`src/rtl/a25_cache_flush_ctrl.sv`:
```
// Cache tag RAM flush sequencer: stalls the core, waits for the cache to go idle,
// then writes an invalid tag to every line and signals completion.
module a25_cache_flush_ctrl #(
   parameter int CACHE_LINES  = 256,
   parameter int CACHE_LINE_W = 8,
   parameter int TAG_W        = 21
) (
   input  logic                    i_clk,
   input  logic                    i_reset,
   input  logic                    i_flush_req,
   input  logic                    i_disruptive_hit,
   input  logic                    i_cache_idle,
   output logic                    o_stall,
   output logic                    o_busy,
   output logic                    o_tag_wenable,
   output logic [CACHE_LINE_W-1:0] o_tag_addr,
   output logic [TAG_W-1:0]        o_tag_wdata,
   output logic                    o_flush_done,
   output logic [15:0]             o_flush_count
);

   // state     | meaning
   // IDLE      | no flush requested, core runs
   // WAIT_IDLE | core stalled, waiting for fills/writebacks to drain
   // FLUSH     | writing an invalid tag to line 'line_cnt' each cycle
   // DONE      | last line written; count it, restart if another request arrived
   typedef enum logic [1:0] {
      IDLE      = 2'd0,
      WAIT_IDLE = 2'd1,
      FLUSH     = 2'd2,
      DONE      = 2'd3
   } state_t;

   localparam logic [CACHE_LINE_W-1:0] LAST_LINE = CACHE_LINE_W'(CACHE_LINES - 1);

   state_t                  state, state_nxt;
   logic [CACHE_LINE_W-1:0] line_cnt, line_cnt_nxt;
   logic                    pending, pending_nxt;
   logic [15:0]             flush_count;
   logic                    req;

   assign req = i_flush_req | i_disruptive_hit;

   always_ff @(posedge i_clk) begin
      if (i_reset) begin
         state       <= IDLE;
         line_cnt    <= '0;
         pending     <= 1'b0;
         flush_count <= '0;
      end else begin
         state    <= state_nxt;
         line_cnt <= line_cnt_nxt;
         pending  <= pending_nxt;
         if (state == DONE && flush_count != 16'hFFFF)
            flush_count <= flush_count + 16'd1;
      end
   end

   always_comb begin
      state_nxt    = state;
      line_cnt_nxt = line_cnt;
      pending_nxt  = pending;
      unique case (state)
         IDLE: begin
            if (req)
               state_nxt = WAIT_IDLE;
         end
         WAIT_IDLE: begin
            // requests arriving here are covered by the flush about to start
            if (i_cache_idle) begin
               state_nxt    = FLUSH;
               line_cnt_nxt = '0;
            end
         end
         FLUSH: begin
            line_cnt_nxt = line_cnt + 1'b1;
            if (req)
               pending_nxt = 1'b1;
            if (line_cnt == LAST_LINE)
               state_nxt = DONE;
         end
         DONE: begin
            // any number of late requests collapse into a single re-flush
            pending_nxt = 1'b0;
            state_nxt   = (pending || req) ? WAIT_IDLE : IDLE;
         end
         default: state_nxt = IDLE;
      endcase
   end

   assign o_busy        = (state != IDLE);
   assign o_stall       = (state != IDLE);
   assign o_tag_wenable = (state == FLUSH);
   assign o_tag_addr    = (state == FLUSH) ? line_cnt : '0;
   assign o_tag_wdata   = '0;
   assign o_flush_done  = (state == DONE);
   assign o_flush_count = flush_count;

endmodule

```
`config.mk`:
```
export PLATFORM = sky130hd
export DESIGN_NAME = a25_cache_flush_ctrl
export DESIGN_NICKNAME = d
export VERILOG_FILES = /design/src/rtl/a25_cache_flush_ctrl.sv
export SDC_FILE = /design/constraint.sdc
export NUM_CORES = 1
export LEC_CHECK = 0
export BUFFER_PORTS_ARGS = -buffer_cell sky130_fd_sc_hd__buf_2
export CELL_PAD_IN_SITES_DETAIL_PLACEMENT = 1
export CELL_PAD_IN_SITES_GLOBAL_PLACEMENT = 2
export CORE_MARGIN = 2
export CORE_UTILIZATION = 29
export DETAILED_ROUTE_END_ITERATION = 12
export GPL_TIMING_DRIVEN = 0
export PLACE_DENSITY_LB_ADDON = 0.05
export SYNTH_ARGS = -nofsm -noshare
export SYNTH_HDL_FRONTEND = slang
export SYNTH_SLANG_ARGS = --single-unit
```
`constraint.sdc`:
```
create_clock -name i_clk -period 1.9 [get_ports i_clk]
set_input_delay 0.095 -clock i_clk [delete_from_list [all_inputs] [get_ports i_clk]]
set_output_delay 0.095 -clock i_clk [all_outputs]
set_load 0.1 [all_outputs]
```
* Word level (Yosys, flattened, before mapping)
Index checks and enable logic that the tools add are counted.
Storage, ports and cells: register bits 27, input port bits 5, output and inout bits 49, logic and storage cells 35
Operators by class: add/subtract/negate cells 2, eq/ne operators 9, mux-type cells 10, bitwise gates (word level) 1, reductions and logical operators 9
Operators with widths (number):
- 16-bit by 1-bit adder with 16-bit output, second input constant | 1
- 8-bit two-way mux | 2
- 16-bit != test, second input constant | 1
- 8-bit one-hot mux with 2 select lines | 1
- 8-bit by 1-bit adder with 8-bit output, second input constant | 1
- 8-bit == test, second input constant | 1
- 2-bit one-hot mux with 4 select lines | 1
- 2-bit two-way mux | 3
- 2-bit nonzero test | 3
- 2-bit == test, second input constant | 2
- 2-bit by 1-bit != test with 1-bit output, second input constant | 2
- 2-bit != test, second input constant | 2
- 2-bit AND reduction | 2
- 3-bit AND reduction | 1
- 2-bit by 1-bit == test with 1-bit output, second input constant | 1
- 2-bit logical NOT | 1
- 1-bit two-way mux | 2
- 1-bit one-hot mux with 2 select lines | 1
- 1-bit logical AND | 1
- 1-bit logical OR | 1
- 1-bit bitwise OR | 1

* Depth between registers and ports, before layout
depth in word-level cells 4, gate-level depth with buffers 6

* Least setup slack after synthesis
OpenSTA, ideal clock, no wires.
kind register to register, from register state[0], to register flush_count[11], in the netlist o_flush_count[11], setup time 0.070 ns, data arrival time 2.439 ns, required time 1.830 ns, path slack -0.609 ns, stages on the path, launching flop included 6, buffers on the path 0, clock period less this slack 2.509 ns, cells stage by stage dfxtp_1 -> ha_1 -> and3_4 -> nand4_4 -> or4_1 -> a21oi_1
On the way: longest elaborated chain between the ends 2
Ends and longest elaborated chain:
- start: declaration | RTL line 36 | state_t state, state_nxt;
- start signal: assignment | RTL line 51 | state <= state_nxt;
- 2-bit == test
- net o_flush_done | RTL line 18 | output logic o_flush_done,
- 1-bit logical AND | RTL line 54 | if (state == DONE && flush_count != 16'hFFFF)
- end signal: assignment | RTL line 55 | flush_count <= flush_count + 16'd1;
- end: declaration | RTL line 39 | logic [15:0] flush_count;
The timed path passes the listed nets, and every way through them passes these cells. A chain may end at the register's enable or synchronous reset.

* Worst setup path in the final report
from register state[0], to register flush_count[10], in the netlist o_flush_count[10]
On the way: longest elaborated chain between the ends 2
Ends and longest elaborated chain (RTL line):
- 2-bit == test | 54
- 1-bit logical AND | 54
No other way between the ends.

==> flow_metrics.py <==
metrics = {
    "placed_design": {
        "hpwl_um": 3254,
        "dp_cells": 320,
        "port_buffers": 31,
        "place_congestion": 0.7094,
    },
    "clock_tree": {
        "htreeDepth": 1,
        "clk_latency_ns": 0.28,
        "holdBufCountCts": 0,
        "cts.path.max_buffers": 2,
        "cts_tree": "built",
        "cts.sinks": 27,
        "cts_buffers": 3,
        "clkTransAtPathRegs_ns": 0.11,
        "cts-root-buf": "clkbuf_8",
    },
    "drt": {
        "top_layer_used": "met4",
        "wl_um": 4234,
        "wl_met1_um": 2224,
        "vias": 1518,
        "dr.pass1.iters": 4,
        "dr_wl_met3_um": 160,
        "drt_iter0_markers": 75,
        "wl_per_cell_um": 13.11,
        "met2_length_um": 1829,
        "postRouteAntennaNets": 0,
        "via_per_inst": 4.700,
        "drc": 0,
    },
    "timing": {
        "slew_viol_final": 0,
        "finalSetupTns_ns": 0,
        "min_period_over_period": 0.9267,
        "max-slew-margin-rel": 0.6292,
        "max_freq_ghz": 0.5680,
        "period_needed_ns": 1.761,
        "setup_violations": 0,
        "finalHoldViolations": 0,
        "rsz0062_at_grt": "false",
        "worstMarginPinSlew_ns": 0.5561,
        "clock-skew-final_ns": 0.01122,
    },
    "power_and_ir_drop": {
        "p_per_area_mw_per_mm2": 914.0,
        "power.total_mw": 1.958,
        "ir_drop_uv": 734.3,
        "p_leak_nw": 0.9686,
    },
    "setup_path": {
        "reg2reg_from": "state[0]",
        "worst-endpoint-required_ns": 2.08,
        "critPathMaxFanout": 10,
        "crit_type": "flip-flop to flip-flop",
        "start_kind": "flip-flop",
        "slowest_stage": "dfxtp_2",
        "startpoint": "state[0]",
        "worstPathArrival_ns": 1.94,
        "critPathCaptureType": "flip-flop",
        "cpPeakStageDelay_ns": 0.41,
        "crit_family": "simple AND/OR/NAND/NOR gates",
        "path_buf_inv": 0,
        "crit_path_cell_trace": "ha_4 -> and4_1 -> o311a_1 -> nand4_1 -> mux2_1",
    },
    "yosys": {
        "synth_edf_count": 0,
        "yosysMostFrequentCell": "dfxtp_1",
        "synth_warnings": 0,
        "synthTopCellsByArea": "dfxtp_1, buf_4, ha_1",
        "synth-seq-cells": 27,
        "asyncSetResetFlopFracSynth": 0,
        "yosys.area.top_type": "dfxtp_1",
        "syn-cell-area_mm2": 0.001692,
        "synth_cell_type_count": 47,
        "syn_inst": 197,
        "synthTopCellsByCount": "dfxtp_1, buf_4, nor2_1",
        "ys_seq_area_frac": 0.3195,
        "syn_area_per_cell_um2": 8.587,
        "synth_top_area_frac": 0.3195,
        "ys.flop_type": "dfxtp_1",
    },
    "flow_run": {
        "cap_viol_max_count": 0,
    },
    "floorplanning": {
        "dieArea_mm2": 0.006460,
        "die_w_um": 80.38,
        "chipHeight_um": 80.38,
        "start_util": 0.3035,
        "io_pins": 54,
        "fp-row-count": 27,
        "coreArea_mm2": 0.005574,
    },
    "status": {
        "status": "completed",
    },
    "min_path": {
        "min_from": "i_cache_idle",
        "holdCritPathClass": "input pin to flip-flop",
    },
    "finish": {
        "diodes": 0,
        "fin_cells": 323,
        "layout-drive-gt1-share": 0.3865,
        "area_growth_pct": 26.63,
        "fin_nets": 264,
    },
    "global_route": {
        "grt_pass1_vias": 1435,
        "grt_pass1_wl_um": 6900,
        "grt_max_degree": 19,
        "grt_overflow": 0,
        "antenna_found_initial": 0,
        "grtUsageTotal": 0.1350,
    },
}
[cell type report]
class / instances / area, µm²
buffer: 25 / 176.4
clock inverter: 1 / 6.256
sequential: 27 / 568.0
clock buffer: 3 / 41.29
multi-input combinational: 159 / 1066
tap: 72 / 90.09
inverter: 5 / 18.77
fill: 682 / 3432
timing repair buffer: 31 / 175.2
[tightest hold or removal path, stage by stage]
cell,delay (ns)
buf_2,0.12
mux2i_2,0.12
nand2_1,0.09
a21oi_1,0.05
[layout by cell type, fill, tap and decap left out, types with 7 or more instances in the layout]
cell type,synthesis,routed
o21ai_0,7,7
nor3_1,7,7
a21oi_1,14,14
dfxtp_1,27,9
buf_4,22,30
buf_2,0,23
nand4_1,8,8
and2_2,0,8
conb_1,1,21
dfxtp_2,0,16
nand2_1,11,11
nor2_1,18,18
[layer usage]
| metal | global-route usage | up-vias |
|---|---|---|
| met1 | 0.1956 | 697 |
| met4 | 0.03729 | 0 |
| met2 | 0.2092 | 34 |
| li1 | - | 785 |
| met5 | 0 | - |
| met3 | 0.01685 | 2 |
[report_power, final]
part,internal [mW],leakage [nW],switching (mW)
Combinational,0.222,0.715,0.731
Sequential,0.603,0.228,0.0488
Clock,0.150,0.0260,0.202
Total,0.976,0.969,0.982
[registers in the layout, indices dropped and copies added, names as in the netlist]
register	count
o_flush_count	16
pending	1
state	2
line_cnt	8
[kinds of logic (layout without fill, tap and decap cells)]
| logic type | Yosys count | in the layout | synth area share |
|---|---|---|---|
| compound gates | 36 | 36 | 0.1420 |
| xor+xnor | 5 | 5 | 0.02589 |
| fa+ha+maj | 7 | 7 | 0.05177 |
| buf+inv | 31 | 65 | 0.1176 |
| flops | 27 | 27 | 0.3195 |
| mux | 6 | 6 | 0.03772 |
| other cells | 1 | 21 | 0.002217 |
| simple gates | 84 | 84 | 0.3032 |
[repair_timing]
item,4_1_cts,5_1_grt
setup buffers,0,0
gates resized for setup,8,4
gates cloned,0,0
setup endpoints to repair,8,17
[through the flow]
step / worst slack (ns) / area [µm²] / utilization / hold slack (ns)
floorplan: -0.003789 / 1817 / - / 0.3755
global placement: 0.06428 / 2062 / 0.3699 / 0.4782
detailed placement: 0.03947 / 2062 / 0.3699 / 0.4836
CTS: 0.05539 / 2126 / 0.3814 / 0.2676
global route: 0.01154 / 2142 / 0.3843 / 0.2703
finish: 0.1393 / 2142 / 0.3843 / 0.2414
[path summary, 6_finish.rpt]
check	endpoint	slack (ns)	depth (start not counted)
min reg2reg	line_cnt[1]	0.50	2
max	o_flush_count[10]	0.14	5
max reg2reg	o_flush_count[10]	0.14	5
min	line_cnt[1]	0.24	4
Power figures use the tool's default switching activity.
